**src/rtl/frame_loader.sv**
```systemverilog
// Raster pixel stream to frame-buffer writes with framing checks and frame hand-off; one register stage stream->write.
// Backpressure: s_ready is held low from the last accepted pixel until the downstream stage acks the resident frame.
module frame_loader #(
    parameter int IMG_WD     = 16,
    parameter int IMG_HT     = 16,
    parameter int COORD_BITS = 5,
    parameter int IN_BITS    = 8,
    parameter int PXL_BITS   = 11,
    parameter int CNT_BITS   = 8
) (
    input  logic                       clk,
    input  logic                       rst,
    input  logic                       s_valid,
    output logic                       s_ready,
    input  logic [IN_BITS-1:0]         s_data,
    input  logic                       s_sof,
    input  logic                       s_eol,
    output logic                       wr_en,
    output logic [COORD_BITS-1:0]      wr_x,
    output logic [COORD_BITS-1:0]      wr_y,
    output logic signed [PXL_BITS-1:0] wr_data_pxl,
    output logic                       frame_rdy,
    input  logic                       frame_ack,
    output logic                       err_sof,
    output logic                       err_eol,
    output logic [CNT_BITS-1:0]        frame_cnt
);

    localparam logic [1:0] ST_IDLE = 2'd0;
    localparam logic [1:0] ST_LOAD = 2'd1;
    localparam logic [1:0] ST_DONE = 2'd2;
    localparam logic [1:0] ST_HOLD = 2'd3;

    localparam logic [COORD_BITS-1:0] X_LAST = COORD_BITS'(IMG_WD - 1);
    localparam logic [COORD_BITS-1:0] Y_LAST = COORD_BITS'(IMG_HT - 1);
    localparam logic [COORD_BITS-1:0] C_ONE  = COORD_BITS'(1);

    typedef struct packed {
        logic [COORD_BITS-1:0] x;
        logic [COORD_BITS-1:0] y;
        logic [PXL_BITS-1:0]   pxl;
    } wr_beat_t;

    logic [1:0]            state_q, state_d;
    logic [COORD_BITS-1:0] x_q, x_d;
    logic [COORD_BITS-1:0] y_q, y_d;
    logic                  wr_en_q, wr_en_d;
    wr_beat_t              wr_q, wr_d;
    logic                  frame_rdy_q, frame_rdy_d;
    logic                  err_sof_q, err_sof_d;
    logic                  err_eol_q, err_eol_d;
    logic [CNT_BITS-1:0]   frame_cnt_q, frame_cnt_d;

    logic                  accept;
    logic                  last_col;
    logic [PXL_BITS-1:0]   pxl_ext;

    assign s_ready  = (state_q == ST_IDLE) || (state_q == ST_LOAD);
    assign accept   = s_valid && s_ready;
    assign last_col = (x_q == X_LAST);
    assign pxl_ext  = {{(PXL_BITS - IN_BITS){1'b0}}, s_data};

    always_comb begin
        state_d     = state_q;
        x_d         = x_q;
        y_d         = y_q;
        wr_en_d     = 1'b0;
        wr_d        = wr_q;
        frame_rdy_d = frame_rdy_q;
        err_sof_d   = 1'b0;
        err_eol_d   = 1'b0;
        frame_cnt_d = frame_cnt_q;

        case (state_q)
            ST_IDLE: begin
                if (accept && s_sof) begin
                    wr_en_d  = 1'b1;
                    wr_d.x   = '0;
                    wr_d.y   = '0;
                    wr_d.pxl = pxl_ext;
                    x_d      = C_ONE;
                    y_d      = '0;
                    state_d  = ST_LOAD;
                end
            end
            ST_LOAD: begin
                if (accept) begin
                    wr_en_d  = 1'b1;
                    wr_d.pxl = pxl_ext;
                    // A restart wins over the row-length check on the same beat.
                    if (s_sof) begin
                        err_sof_d = 1'b1;
                        wr_d.x    = '0;
                        wr_d.y    = '0;
                        x_d       = C_ONE;
                        y_d       = '0;
                    end else begin
                        wr_d.x = x_q;
                        wr_d.y = y_q;
                        if (s_eol != last_col) begin
                            err_eol_d = 1'b1;
                            x_d       = '0;
                            y_d       = '0;
                            state_d   = ST_IDLE;
                        end else if (last_col) begin
                            x_d = '0;
                            if (y_q == Y_LAST) begin
                                y_d     = '0;
                                state_d = ST_DONE;
                            end else begin
                                y_d = y_q + C_ONE;
                            end
                        end else begin
                            x_d = x_q + C_ONE;
                        end
                    end
                end
            end
            ST_DONE: begin
                // The final write commits this cycle, so the frame is announced one cycle later.
                frame_rdy_d = 1'b1;
                frame_cnt_d = frame_cnt_q + CNT_BITS'(1);
                state_d     = ST_HOLD;
            end
            ST_HOLD: begin
                if (frame_ack) begin
                    frame_rdy_d = 1'b0;
                    state_d     = ST_IDLE;
                end
            end
            default: state_d = ST_IDLE;
        endcase
    end

    always_ff @(posedge clk or posedge rst) begin
        if (rst) begin
            state_q     <= ST_IDLE;
            x_q         <= '0;
            y_q         <= '0;
            wr_en_q     <= 1'b0;
            wr_q        <= '0;
            frame_rdy_q <= 1'b0;
            err_sof_q   <= 1'b0;
            err_eol_q   <= 1'b0;
            frame_cnt_q <= '0;
        end else begin
            state_q     <= state_d;
            x_q         <= x_d;
            y_q         <= y_d;
            wr_en_q     <= wr_en_d;
            wr_q        <= wr_d;
            frame_rdy_q <= frame_rdy_d;
            err_sof_q   <= err_sof_d;
            err_eol_q   <= err_eol_d;
            frame_cnt_q <= frame_cnt_d;
        end
    end

    assign wr_en       = wr_en_q;
    assign wr_x        = wr_q.x;
    assign wr_y        = wr_q.y;
    assign wr_data_pxl = wr_q.pxl;
    assign frame_rdy   = frame_rdy_q;
    assign err_sof     = err_sof_q;
    assign err_eol     = err_eol_q;
    assign frame_cnt   = frame_cnt_q;

endmodule

```
**config.mk**
```make
export PLATFORM = sky130hd
export DESIGN_NAME = frame_loader
export DESIGN_NICKNAME = d
export VERILOG_FILES = /design/src/rtl/frame_loader.sv
export SDC_FILE = /design/constraint.sdc
export NUM_CORES = 1
export LEC_CHECK = 0
export CORE_MARGIN = 4
export CORE_UTILIZATION = 30
export DETAILED_ROUTE_END_ITERATION = 6
export MAX_ROUTING_LAYER = met4
export PLACE_DENSITY = 0.56
export RECOVER_POWER = 100
export SETUP_SLACK_MARGIN = 0.1
export SLEW_MARGIN = 10
export SYNTH_ARGS = -nofsm -noshare
export SYNTH_HDL_FRONTEND = slang
export SYNTH_SLANG_ARGS = --single-unit
```
**constraint.sdc**
```tcl
create_clock -name clk -period 2.15 [get_ports clk]
set_clock_uncertainty 0.1 [all_clocks]
set_input_delay 0.43 -clock clk [delete_from_list [all_inputs] [get_ports clk]]
set_output_delay 0.43 -clock clk [all_outputs]
set_load 0.005 [all_outputs]
```
# After elaboration in Yosys (flattened, before gate mapping)
# Index checks and enable logic that the tools add are counted.
op_classes:
  n_addsub: 3
  eq_ne: 13
  n_mux: 37
  reduce_logical: 10
op_table:
  columns: ["cell", "n"]
  rows:
  - ["two-way mux 5 bit", 11]
  - ["two-way mux 21 bit", 2]
  - ["one-hot mux 21 bit (2 select lines)", 1]
  - ["one-hot mux 5 bit (2 select lines)", 2]
  - ["two-way mux 2 bit", 7]
  - ["adder 5 x 1 -> 5 bit, second input constant", 2]
  - ["equality test 5 x 4 -> 1 bit, second input constant", 2]
  - ["two-way mux 1 bit", 10]
  - ["two-way mux 10 bit", 1]
  - ["adder 8 x 1 -> 8 bit, second input constant", 1]
  - ["one-hot mux 2 bit (4 select lines)", 1]
  - ["inequality test 2 bit, second input constant", 3]
  - ["AND reduction 6 bit", 1]
  - ["equality test 2 bit, second input constant", 2]
  - ["inequality test 4 x 3 -> 1 bit, second input constant", 1]
  - ["one-hot mux 1 bit (2 select lines)", 2]
  - ["AND reduction 4 bit", 1]
  - ["nonzero test 2 bit", 2]
  - ["inequality test 3 x 1 -> 1 bit, second input constant", 1]
  - ["inequality test 3 x 2 -> 1 bit, second input constant", 1]
  - ["AND reduction 3 bit", 1]
  - ["equality test 2 x 1 -> 1 bit, second input constant", 1]
  - ["logical AND 1 bit", 2]
  - ["zero test 2 bit", 1]
  - ["other kinds (4)", 4]
totals:
  regBits: 45
  output_inout_bits: 34

# Logic depth before layout (Yosys ltp)
# Gate-level depths: netlist of run 1.
logic_depth:
  depth_word: 7
  mapped_depth: 6
  depth_no_buf: 5

# Least setup slack after synthesis of run 1
# No wires, ideal clock.
synth_timing:
  path_type: "input to register"
  startpoint: "input port s_sof"
  endpoint: "register y_q[2]"
  setup_time_ns: 0.064
  arrival_ns: 1.708
  required_ns: 1.986
  slack_ns: 0.279
  cell_stages: 6
  cell_sequence: "buf_6 or4b_1 clkbuf_2 mux2_2 nor4_2 a21o_1"
synth_between:
  elab_chain_cells: 3
synth_lines:
  columns: ["item", "line_no", "text"]
  rows:
  - ["start: declaration", "16", "input logic s_sof,"]
  - ["two-way mux 5 bit or logical AND 1 bit (tied branches)", "91, 76", null]
  - ["two-way mux 5 bit or inequality test 2 x 1 -> 1 bit (tied branches)", null, null]
  - ["one-hot mux 5 bit (2 select lines) or AND reduction 4 bit (tied branches)", null, null]
  - ["end signal: assignment", "149", "y_q <= y_d;"]
  - ["end: declaration", "46", "logic [COORD_BITS-1:0] y_q, y_d;"]
# Several ways; a longest one is shown, not always the timed one. The select of a mux whose other input is x is not followed.
# A chain may end at the register's enable or synchronous reset.

# Final worst setup path of run 1
layout_timing:
  startpoint: "input port s_sof"
  endpoint: "register y_q[3]"
# The elaborated chain is that of the path after synthesis.

==> results of run 1 <==
[sequential cells by signal (all words and copies together), names as in the netlist, named ones only]
register,count
wr_y,5
err_eol,1
wr_data_pxl,8
frame_cnt,8
y_q,5
frame_rdy,1
wr_en,1
err_sof,1
state_q,1
wr_x,5
x_q,5
[per-layer routing]
metal	vias up	share of wire [%]	track usage [%]
li1	718	-	-
met2	36	43	16.84
met4	0	1.6	5.021
met3	4	5.8	2.933
met5	-	0	-
met1	647	50	16.04
[per-stage QoR]
step / cells / setup TNS [ns] / total power [mW] / util, % / cell area [um2]
final: 307 / 0 / 1.852 / 43.38 / 2599
after global placement: 299 / -0.3716 / 1.131 / 41.44 / 2482
after global routing: 307 / 0 / 1.944 / 43.38 / 2599
after CTS: 307 / 0 / 1.912 / 43.82 / 2625
after floorplan: 175 / 0 / 0.9839 / - / 1884
after detailed placement: 299 / -0.4828 / 1.133 / 41.44 / 2482
[cell families after synthesis]
family	Yosys count	share of synthesized area, %
other	1	0.1998
flip-flops	42	56.00
AND/OR/NAND/NOR	68	19.27
adder cells (fa/ha/maj)	3	2.000
XOR/XNOR	7	3.267
buffers and inverters	17	5.067
AO/OA/AOI/OAI	32	12.47
multiplexers	3	1.733
[repair_timing]
action                     CTS  global route
setup endpoints to repair    0             2
resized for setup            0             2
hold buffers                 0             0
hold endpoints to repair     0             0
[placed cells by master (no fill, tap or decap), types with 3 or more instances in the layout]
| cell | netlist | layout |
|---|---|---|
| sky130_fd_sc_hd__ha_1 | 3 | 3 |
| sky130_fd_sc_hd__and2_1 | 3 | 3 |
| sky130_fd_sc_hd__xnor2_1 | 4 | 4 |
| sky130_fd_sc_hd__inv_1 | 5 | 4 |
| sky130_fd_sc_hd__buf_4 | 4 | 11 |
| sky130_fd_sc_hd__nand3_1 | 10 | 10 |
| sky130_fd_sc_hd__clkbuf_1 | 5 | 3 |
| sky130_fd_sc_hd__nand2_1 | 32 | 32 |
| sky130_fd_sc_hd__nor2b_1 | 4 | 4 |
| sky130_fd_sc_hd__a21o_1 | 4 | 4 |
| sky130_fd_sc_hd__dfrtp_1 | 42 | 42 |
| sky130_fd_sc_hd__nor2_1 | 4 | 4 |
| sky130_fd_sc_hd__clkbuf_2 | 1 | 3 |
| sky130_fd_sc_hd__xor2_1 | 3 | 3 |
| sky130_fd_sc_hd__a22o_1 | 10 | 10 |
| sky130_fd_sc_hd__o21ai_0 | 7 | 9 |
| sky130_fd_sc_hd__a211oi_1 | 3 | 3 |
| sky130_fd_sc_hd__dlygate4sd3_1 | 0 | 31 |
| sky130_fd_sc_hd__clkdlybuf4s50_1 | 0 | 13 |
| sky130_fd_sc_hd__conb_1 | 1 | 3 |
| sky130_fd_sc_hd__clkbuf_8 | 0 | 6 |
[path summary, 6_finish.rpt]
path	from	to	slack, ns	depth (start not counted)
min	frame_cnt[7]	frame_cnt[7]	0.37	1
min in group asynchronous	rst	wr_x[2]	0.80	3
max reg2reg	x_q[1]	y_q[3]	0.25	6
max	s_sof	y_q[3]	0.14	6
min reg2reg	frame_cnt[7]	frame_cnt[7]	0.37	1
max in group asynchronous	rst	y_q[0]	0.50	3
[area by class of cell]
class / instances / area (um2) / area share [%]
Sequential cell: 42 / 1051 / 40.44
Multi-Input combinational cell: 116 / 743.2 / 28.60
Timing Repair Buffer: 61 / 549.3 / 21.14
Tap cell: 75 / 93.84 / 3.611
Clock buffer: 6 / 82.58 / 3.178
Clock inverter: 2 / 60.06 / 2.311
Inverter: 5 / 18.77 / 0.7222
[power breakdown]
part           leakage (nW)  switching [mW]  internal [mW]
registers             0.557          0.0242          0.828
clock network        0.0714           0.269          0.495
logic                 0.660           0.114          0.121
==> impl_metrics.yaml, run 1 <==
power_and_ir_drop:
  cellPowerDensity_nw_per_um2: 712.5
  vdd_ir_drop_max_mv: 0.3173
  leakagePower_nw: 1.288
cts:
  cts_root_buffer: "sky130_fd_sc_hd__clkbuf_8"
  cts_tree: "built"
  maximum_buffer_depth_of_the_clock_tree: 2
  clock_insertion_delay_worst_skew_ns: 0.29
  post_cts_setup_repair_buffer_count: 0
  cts.reportedPaths.clkPinSlew_ns: 0.08
  cts.sink_count: 42
  number_of_buffers_inserted_during_clock_tree_synthesis: 5
  maximum_level_of_the_cts_h_tree: 2
timing:
  slew_limit_fails: 0
  worst_slew_pin_slew_ns: 1.042
  endpoints_failing_hold: 0
  rsz0062_at_grt: "yes"
  period_minus_slack_ns: 2.014
  fin_ws_ns: 0.1360
  hold_slack_ns: 0.3671
  worst_slew_margin_rel_pct: 30.53
  achievable-frequency_mhz: 496.5
  post-route-period-util_pct: 93.67
  final-setup-viol-count: 0
synth:
  synthCells: 173
  post_synth_instance_area_um2: 1877
  yosys_register_bits: 42
  synth-edff-count: 0
  yosysUniqueCellTypes: 39
  synth-warning-count: 0
  yosys.cell_count.top_type: "sky130_fd_sc_hd__dfrtp_1"
  synth_top_cells_by_area: "sky130_fd_sc_hd__dfrtp_1 56%, sky130_fd_sc_hd__nand2_1 6.4%, sky130_fd_sc_hd__a22o_1 4.7%, sky130_fd_sc_hd__nand3_1 2.7%, sky130_fd_sc_hd__ha_1 2.0%"
  synth_async_reset_ratio_pct: 100.0
  synth_seq_area_share_pct: 56.00
  yosysTopAreaCellShare_pct: 56.00
  netlist.top_cell.by_area: "sky130_fd_sc_hd__dfrtp_1"
  postSynthAreaPerCell_um2: 10.85
  ys_dominant_reg_cell: "sky130_fd_sc_hd__dfrtp_1"
  netlist_top_cells_count: "42 x sky130_fd_sc_hd__dfrtp_1, 32 x sky130_fd_sc_hd__nand2_1, 10 x sky130_fd_sc_hd__a22o_1, 10 x sky130_fd_sc_hd__nand3_1, 7 x sky130_fd_sc_hd__o21ai_0"
cells_and_area:
  antenna_cells_inserted: 0
  fill_cells: 585
  drive_above_1_share_pct: 12.93
  finalNetCount: 248
  areaGrowthSynthToFinish_pct: 38.47
run_status:
  run_status: "finished clean"
global_routing:
  grt.total_usage_pct: 11.84
  first_global_vias: 1425
  grt_start_max_net_pins: 43
  first_pass_grt_wire_length_um: 6824
  grt_antenna_before_repair: 0
  globalRouteOverflowTotal: 0
setup_path:
  cp_data_required_time_ns: 2.28
  endpoint_kind: "flop"
  timing.critical_path.slowest_stage_cell: "sky130_fd_sc_hd__or4b_4"
  path_class: "input port to flop"
  worstSetupStartpointType: "input port"
  crit_path_cell_trace: "clkdlybuf4s50_1 -> or4b_4 -> o221ai_2 -> clkbuf_1 -> a31o_1 -> a21o_1"
  timing.critical_path.max_delay_family: "buffers and inverters"
  worst-path-max-fanout: 6
  worst-endpoint-arrival_ns: 2.15
  cp.buffers_inverters: 2
  timing.critical_path.slowest_cell_delay_ns: 0.54
routing:
  antenna_violating_nets_post_route: 0
  route.detailed.drc: 0
  drt-initial-drc-count: 53
  routed_wire_length_per_instance_um: 12.93
  totalWireLength_um: 3971
  dr.pass1.iters: 4
  viasPerCell: 4.577
  vias: 1405
placement:
  globalplace.congestion: 0.8077
  post-place-ws_ns: -0.1140
  portBuffers: 44
  place_hpwl_um: 2918
hold_path:
  min_path_type: "flop to flop"
floorplan:
  ioPinCount: 48
  die_area_um2: 7586
  die_h_um: 87.10
  chipWidth_um: 87.10
  floorplan.rows: 28
  core_um2: 5991
  initial_utilization_pct: 31.33
run:
  max-cap-violations: 0
Power figures use the tool's default switching activity.
==> inputs of run 2 (changes only) <==
Settings changed: MAX_ROUTING_LAYER met4 to unset.
==> impl_metrics.yaml, run 2 (synthesized netlist as in run 1, its figures left out) <==
run_status:
  run_status: "finished clean"
routing:
  viasPerCell: 4.586
  antenna_violating_nets_post_route: 0
  topRoutingLayerUsed: "met4"
  wl_met1_um: 1929
  wl_met2_um: 1694
  vias: 1408
  routed_wire_length_per_instance_um: 12.91
  totalWireLength_um: 3964
  route.detailed.drc: 0
  drt-initial-drc-count: 58
  wl_met3_um: 263
  dr.pass1.iters: 4
global_routing:
  first_global_vias: 1424
  first_pass_grt_wire_length_um: 6851
  grt_antenna_before_repair: 0
  grt.total_usage_pct: 11.55
  grt_start_max_net_pins: 43
  globalRouteOverflowTotal: 0
cells_and_area:
  final_common_cell: "sky130_fd_sc_hd__dfrtp_1"
  fill_cells: 584
  drive_above_1_share_pct: 12.93
  postLayoutCellArea_um2: 2605
  finalNetCount: 248
  multi_input_comb_area_um2: 742.0
  layout_common_cells: "42 x sky130_fd_sc_hd__dfrtp_1, 32 x sky130_fd_sc_hd__nand2_1, 31 x sky130_fd_sc_hd__dlygate4sd3_1"
  ff_latch_area_um2: 1051
  antenna_cells_inserted: 0
  fin_util_pct: 43.48
  areaGrowthSynthToFinish_pct: 38.80
timing:
  period_minus_slack_ns: 1.974
  post-route-period-util_pct: 91.79
  fin_ws_ns: 0.1764
  achievable-frequency_mhz: 506.7
  worst_slew_margin_rel_pct: 30.74
  rsz0062_at_grt: "no"
  slew_limit_fails: 0
  final-setup-viol-count: 0
  setup_tns_ns: 0
  endpoints_failing_hold: 0
  worst_slew_pin_slew_ns: 1.039
placement:
  placement.cell_area_um2: 2482
  portBuffers: 44
  place_hpwl_um: 2918
  post-place-ws_ns: -0.1140
  globalplace.congestion: 0.7964
floorplan:
  core_um2: 5991
  ioPinCount: 48
  die_area_um2: 7586
  floorplan.rows: 28
  chipWidth_um: 87.10
  initial_utilization_pct: 31.33
  die_h_um: 87.10
cts:
  hold_buffers: 0
  clock_insertion_delay_worst_skew_ns: 0.29
  cts.sink_count: 42
  cts.reportedPaths.clkPinSlew_ns: 0.08
  postCtsResizedCells: 0
  cts_root_buffer: "sky130_fd_sc_hd__clkbuf_8"
  number_of_buffers_inserted_during_clock_tree_synthesis: 5
  maximum_buffer_depth_of_the_clock_tree: 2
  maximum_level_of_the_cts_h_tree: 2
  post_cts_setup_repair_buffer_count: 0
  cts_tree: "built"
hold_path:
  min_path_type: "flop to flop"
  hold_path_startpoint: "frame_cnt[7]"
setup_path:
  worst-endpoint-arrival_ns: 1.44
  worst-path-max-fanout: 11
  worstSetupStartpointType: "flop"
  cp_data_required_time_ns: 1.62
  r2r-start: "x_q[1]"
  endpoint_kind: "output port"
  path_class: "flop to output port"
run:
  max-cap-violations: 0
power_and_ir_drop:
  leakagePower_nw: 1.299
  cellPowerDensity_nw_per_um2: 711.7
  vdd_ir_drop_max_mv: 0.3176
[run 2: cell types whose count changed in the layout (fill, tap and decap cells not counted)]
cell / previous run / this run
sky130_fd_sc_hd__buf_4: 11 / 13
sky130_fd_sc_hd__clkbuf_1: 3 / 1
sky130_fd_sc_hd__and4b_1: 1 / 2
sky130_fd_sc_hd__and4b_2: 1 / 0
sky130_fd_sc_hd__mux2_2: 2 / 1
sky130_fd_sc_hd__mux2_4: 0 / 1
sky130_fd_sc_hd__or4b_1: 0 / 1
sky130_fd_sc_hd__or4b_4: 1 / 0
[run 2: final cells by class]
type	instances	share of cell area, %
sequential	42	40.35
inverter	5	0.7205
clock inverter	2	2.305
clock buffer	6	3.170
tap	75	3.602
multi-input combinational	116	28.48
timing repair buffer	61	21.37
[run 2: path summary, 6_finish.rpt]
path	endpoint	slack (ns)	cells after the start
max	s_ready	0.18	3
min in group asynchronous	wr_x[3]	0.80	3
max in group asynchronous	y_q[0]	0.51	3
max reg2reg	y_q[3]	0.19	6
min reg2reg	frame_cnt[7]	0.37	1
min	frame_cnt[7]	0.37	1
[run 2: where the power goes]
group / switching (mW) / internal, mW
Combinational: 0.114 / 0.123
Clock: 0.270 / 0.495
Sequential: 0.0243 / 0.828
Total: 0.408 / 1.45
[run 2: per-layer routing]
metal,GRT usage [%],vias up
met5,0,-
met4,5.021,0
met3,3.311,6
met2,16.84,35
met1,15.92,653
li1,-,714
[run 2: worst max-delay path, cell delays in order (launching register included)]
cell and delay (ns):
sky130_fd_sc_hd__dfrtp_1 0.40, sky130_fd_sc_hd__buf_4 0.18, sky130_fd_sc_hd__inv_1 0.08, sky130_fd_sc_hd__clkdlybuf4s50_1 0.50
[run 2: per-stage QoR]
step / total power [mW] / hold slack [ns] / instances
after floorplan: 0.9839 / 0.3682 / 175
after global placement: 1.131 / 0.3568 / 299
after detailed placement: 1.133 / 0.3625 / 299
after CTS: 1.912 / 0.3792 / 307
after global routing: 1.946 / 0.4096 / 307
final: 1.854 / 0.3672 / 307
==> inputs of run 3 (changes only) <==
Settings changed: CORE_UTILIZATION 30 to 48, GPL_TIMING_DRIVEN set to 0, PLACE_DENSITY 0.56 to 0.82.
==> impl_metrics.yaml, run 3 (synthesized netlist as in run 1, its figures left out) <==
timing:
  endpoints_failing_hold: 0
  slew_limit_fails: 0
  final-setup-viol-count: 0
  achievable-frequency_mhz: 489.2
  post-route-period-util_pct: 95.07
  setup_tns_ns: 0
  rsz0062_at_grt: "yes"
  worst_slew_pin_slew_ns: 0.6630
  worst_slew_margin_rel_pct: 55.75
  fin_ws_ns: 0.1060
  period_minus_slack_ns: 2.044
routing:
  totalWireLength_um: 3877
  vias: 1424
  dr.pass1.iters: 4
  antenna_violating_nets_post_route: 0
  drt-initial-drc-count: 51
  viasPerCell: 5.178
  route.detailed.drc: 0
  routed_wire_length_per_instance_um: 14.10
floorplan:
  die_h_um: 70.53
  core_um2: 3716
  ioPinCount: 48
  die_area_um2: 4974
  initial_utilization_pct: 50.51
  floorplan.rows: 22
  chipWidth_um: 70.53
global_routing:
  first_global_vias: 1437
  first_pass_grt_wire_length_um: 6796
  globalRouteOverflowTotal: 0
  grt_antenna_before_repair: 0
  grt.total_usage_pct: 17.20
  grt_start_max_net_pins: 25
setup_path:
  timing.critical_path.max_delay_family: "buffers and inverters"
  cp_data_required_time_ns: 1.62
  worstSetupStartpointType: "flop"
  worst-endpoint-arrival_ns: 1.51
  path_class: "flop to output port"
  timing.critical_path.slowest_stage_cell: "sky130_fd_sc_hd__dlygate4sd3_1"
  cp.buffers_inverters: 3
  timing.critical_path.slowest_cell_delay_ns: 0.56
  endpoint_kind: "output port"
  worst-path-max-fanout: 10
  crit_path_cell_trace: "buf_4 -> inv_1 -> dlygate4sd3_1"
power_and_ir_drop:
  vdd_ir_drop_max_mv: 0.4477
  cellPowerDensity_nw_per_um2: 725.4
  overall_power_mw: 1.829
  leakagePower_nw: 1.270
cts:
  cts.reportedPaths.clkPinSlew_ns: 0.08
  cts.sink_count: 42
  cts_tree: "built"
  maximum_buffer_depth_of_the_clock_tree: 2
  cts_root_buffer: "sky130_fd_sc_hd__clkbuf_8"
  maximum_level_of_the_cts_h_tree: 2
  number_of_buffers_inserted_during_clock_tree_synthesis: 5
  hold_buffers: 0
  clock_insertion_delay_worst_skew_ns: 0.29
run:
  max-cap-violations: 0
placement:
  globalplace.congestion: 0.8097
  post-place-ws_ns: -0.3160
  portBuffers: 43
  place_hpwl_um: 2808
cells_and_area:
  fill_cells: 290
  drive_above_1_share_pct: 11.01
  ff_latch_area_um2: 1051
  fin_util_pct: 67.85
  final_common_cell: "sky130_fd_sc_hd__dfrtp_1"
  finalNetCount: 243
  layout_common_cells: "42 x sky130_fd_sc_hd__dfrtp_1, 33 x sky130_fd_sc_hd__dlygate4sd3_1, 32 x sky130_fd_sc_hd__nand2_1"
  areaGrowthSynthToFinish_pct: 34.33
  antenna_cells_inserted: 0
  multi_input_comb_area_um2: 742.0
hold_path:
  min_path_type: "input port to flop"
run_status:
  run_status: "finished clean"
==> run 3: worst paths after layout <==
path | start | end | slack [ns] | depth (start not counted)
setup / recovery | flop | s_ready | 0.11 | 3
hold / removal | s_sof | err_eol | 0.24 | 2
setup reg to reg | flop | y_q[3] | 0.18 | 5
hold reg to reg | frame_cnt[7] | frame_cnt[7] | 0.36 | 1
max in group asynchronous | rst | wr_data_pxl[4] | 0.38 | 3
min in group asynchronous | rst | wr_x[4] | 0.56 | 2
==> run 3: stage by stage <==
| step | cell area, um2 | instances | hold WS [ns] |
|---|---|---|---|
| finish | 2521 | 275 | 0.2354 |
| floorplan | 1884 | 175 | 0.3682 |
| CTS | 2560 | 275 | 0.2377 |
| global placement | 2375 | 266 | 0.3573 |
| global route | 2521 | 275 | 0.2468 |
| detailed placement | 2402 | 267 | 0.3618 |
==> run 3: where the power goes <==
group | internal [mW] | switching [mW]
combinational | 0.106 | 0.112
sequential | 0.828 | 0.0233
clock | 0.495 | 0.264
total | 1.43 | 0.400
==> run 3: layout make-up <==
type / instances / share of cell area (%)
flip-flops and latches: 42 / 41.69
multi-input cells: 116 / 29.43
repair buffers: 44 / 17.22
clock buffers: 6 / 3.275
plain buffers: 12 / 2.878
clock inverters: 2 / 2.382
well taps: 48 / 2.382
inverters: 5 / 0.7444
==> run 3: per-layer routing <==
metal / track usage (%) / vias to the layer above / wire (um)
met1: 23.16 / 677 / 1737
met3: 3.977 / 6 / 175
li1: - / 702 / -
met4: 8.351 / 0 / 82
met2: 26.40 / 39 / 1880
met5: 0 / - / 0
==> run 3: repair_timing <==
action,4_1_cts,5_1_grt
endpoints found under the setup margin,9,23
pin swaps,0,0
gates resized for setup,4,9
setup buffers,0,0
==> RTL change: new RTL, flow settings as in run 2 <==
Register the output `frame_cnt` once more, cleared by the reset; this adds one clock of latency there. The other outputs are not delayed to match.
--- a/src/rtl/frame_loader.sv
+++ b/src/rtl/frame_loader.sv
@@ -164,5 +164,11 @@
     assign err_sof     = err_sof_q;
     assign err_eol     = err_eol_q;
-    assign frame_cnt   = frame_cnt_q;
+    always_ff @(posedge clk or posedge rst) begin
+        if (rst) begin
+            frame_cnt <= '0;
+        end else begin
+            frame_cnt <= frame_cnt_q;
+        end
+    end
 
 endmodule
Behaviour: same outputs for any inputs over 10 cycles, from zero or initial values and one cycle with rst high; that may be too few to reach the edited logic, so the function may still have changed.
==> RTL change against run 2 <==
Die area up 9.2%. Sequential power up 35%. Routed wire length up 3.1%. Synthesized area up 10%. Cell area up 4.9%. Setup slack worse by 0.010 ns. Sequential cell count up 8. Count of clock-buffer cells in the layout unchanged. Register-to-register slack better by 0.10 ns. Power up 14%. Global-route usage down 0.91 points.
==> RTL change: results <==
status:
  status: "finished clean"
logic_synthesis:
  async_flop_share_pct: 100
  synth_compound_area_share_pct: 11.3
  yosysSeqAreaShare_pct: 60.5
  synth-xor-area-share_pct: 3.81
  synth_area_leaders: "dfrtp_1, nand2_1, a22o_1, xnor2_1, nand3_1"
  muxShareOfSynthArea_pct: 2.12
  synthTopCellsByCount: "dfrtp_1, nand2_1, a22o_1, nand3_1, o21ai_0"
  synthAdderAreaFrac_pct: 1.81
  ys_warn_count: 0
  syn_area_per_cell_um2: 11.3
  synth_cell_type_count: 42
global_routing:
  grt_usage_pct: 10.6
  grt_max_degree: 20
  grt_first_pass_wirelength_um: 7110
  antenna_found_initial: 0
  grt_pass1_vias: 1467
finish:
  layout-drive-gt1-share_pct: 10.5
  fillers: 652
  layout.nets: 255
  n_antenna_cell: 0
power_and_ir_drop:
  peakVddDrop_uv: 427
  leakage_uw: 0.00131
detailed_routing:
  drt-initial-drc-count: 73
  vias_per_cell: 4.65
  routedWlPerCell_um: 12.9
  dr.pass1.iters: 4
  routed_wl_um: 4090
worst_setup_path:
  cp.arrival_ns: 1.45
  cp_slowest_stage_delay_ns: 0.52
  cp_max_fo: 9
  crit_family: "buffers and inverters"
  crit_path_top_delay_cell: "clkdlybuf4s50_1"
sta:
  slew-limit-headroom_pct: 63.1
clock_tree:
  clock-root-buffer: "clkbuf_8"
  htree_levels: 2
  clockBufferDepth: 2
  cts_resized: 0
  clkLatencyLatePin_ns: 0.30
  cts_setup_buffers: 0
  clk_pin_slew_worst_paths_ns: 0.09
placed_design:
  io_buffers: 44
  routabilityCongestion: 0.728
  dpl.cell_count: 308
  dp_hpwl_um: 3080
  dp_slack_ns: -0.138
hold_path:
  hold_path_class: "reg2reg"
RTL change: cell types whose count changed in the layout (fill, tap and decap cells not counted), sizes merged, moves of 3 or more:
cell	before	now
dfrtp	42	50
a21o	4	1
buf	13	7
nor2	4	7
inv	4	7
nand4	0	3
RTL change: layout make-up:
class | count | area share, %
timing repair buffer | 57 | 19.0
clock inverter | 2 | 0.458
sequential | 50 | 45.8
clock buffer | 6 | 3.02
tap | 77 | 3.53
multi-input combinational | 117 | 27.2
inverter | 7 | 0.962
RTL change: final timing paths:
check	start	endpoint	slack, ns	cells after the start
max	register	s_ready	0.17	2
max reg2reg	x_q[0]	y_q[0]	0.29	5
max in group asynchronous	rst	x_q[4]	0.58	3
min	frame_cnt_q[7]	frame_cnt[7]	0.31	0
min reg2reg	frame_cnt_q[7]	frame_cnt[7]	0.31	0
min in group asynchronous	rst	frame_cnt[0]	0.50	2
RTL change: per-stage QoR:
stage | area (µm²) | TNS (ns) | hold WS (ns)
after global routing | 2730 | 0 | 0.338
after floorplan | 2080 | 0 | 0.273
after detailed placement | 2670 | -0.539 | 0.282
after global placement | 2670 | -0.350 | 0.287
final | 2730 | 0 | 0.312
after CTS | 2760 | 0 | 0.303
RTL change: layer usage:
layer  track usage (%)  vias up  wire [µm]
li1                  -      734          -
met2              15.9       39       1770
met3              3.39        8        234
met1              14.0      688       2000
met4              4.90        0         86
met5                 0        -          0
RTL change: cells by family (layout without fill, tap and decap cells):
kind of cell,Yosys count,after routing
AOI/OAI and AO/OA,32,32
buffers and inverters,18,72
muxes,3,3
xor gates and xnor gates,9,9
other,1,3
DFF,50,50
adders and majority gates,3,3
and+or+nand+nor,67,67
RTL change: worst register-to-register path, stage by stage, from the launching register on:
cell	delay [ns]
dfrtp_1	0.41
ha_1	0.24
and4b_2	0.36
mux2i_4	0.32
nand3b_2	0.15
o31ai_2	0.18
RTL change: power by group:
part | switching (µW) | internal [µW] | leakage, µW
Clock | 311 | 259 | 0.0000472
Combinational | 168 | 219 | 0.000598
Sequential | 89.5 | 1060 | 0.000660
Total | 568 | 1540 | 0.00131
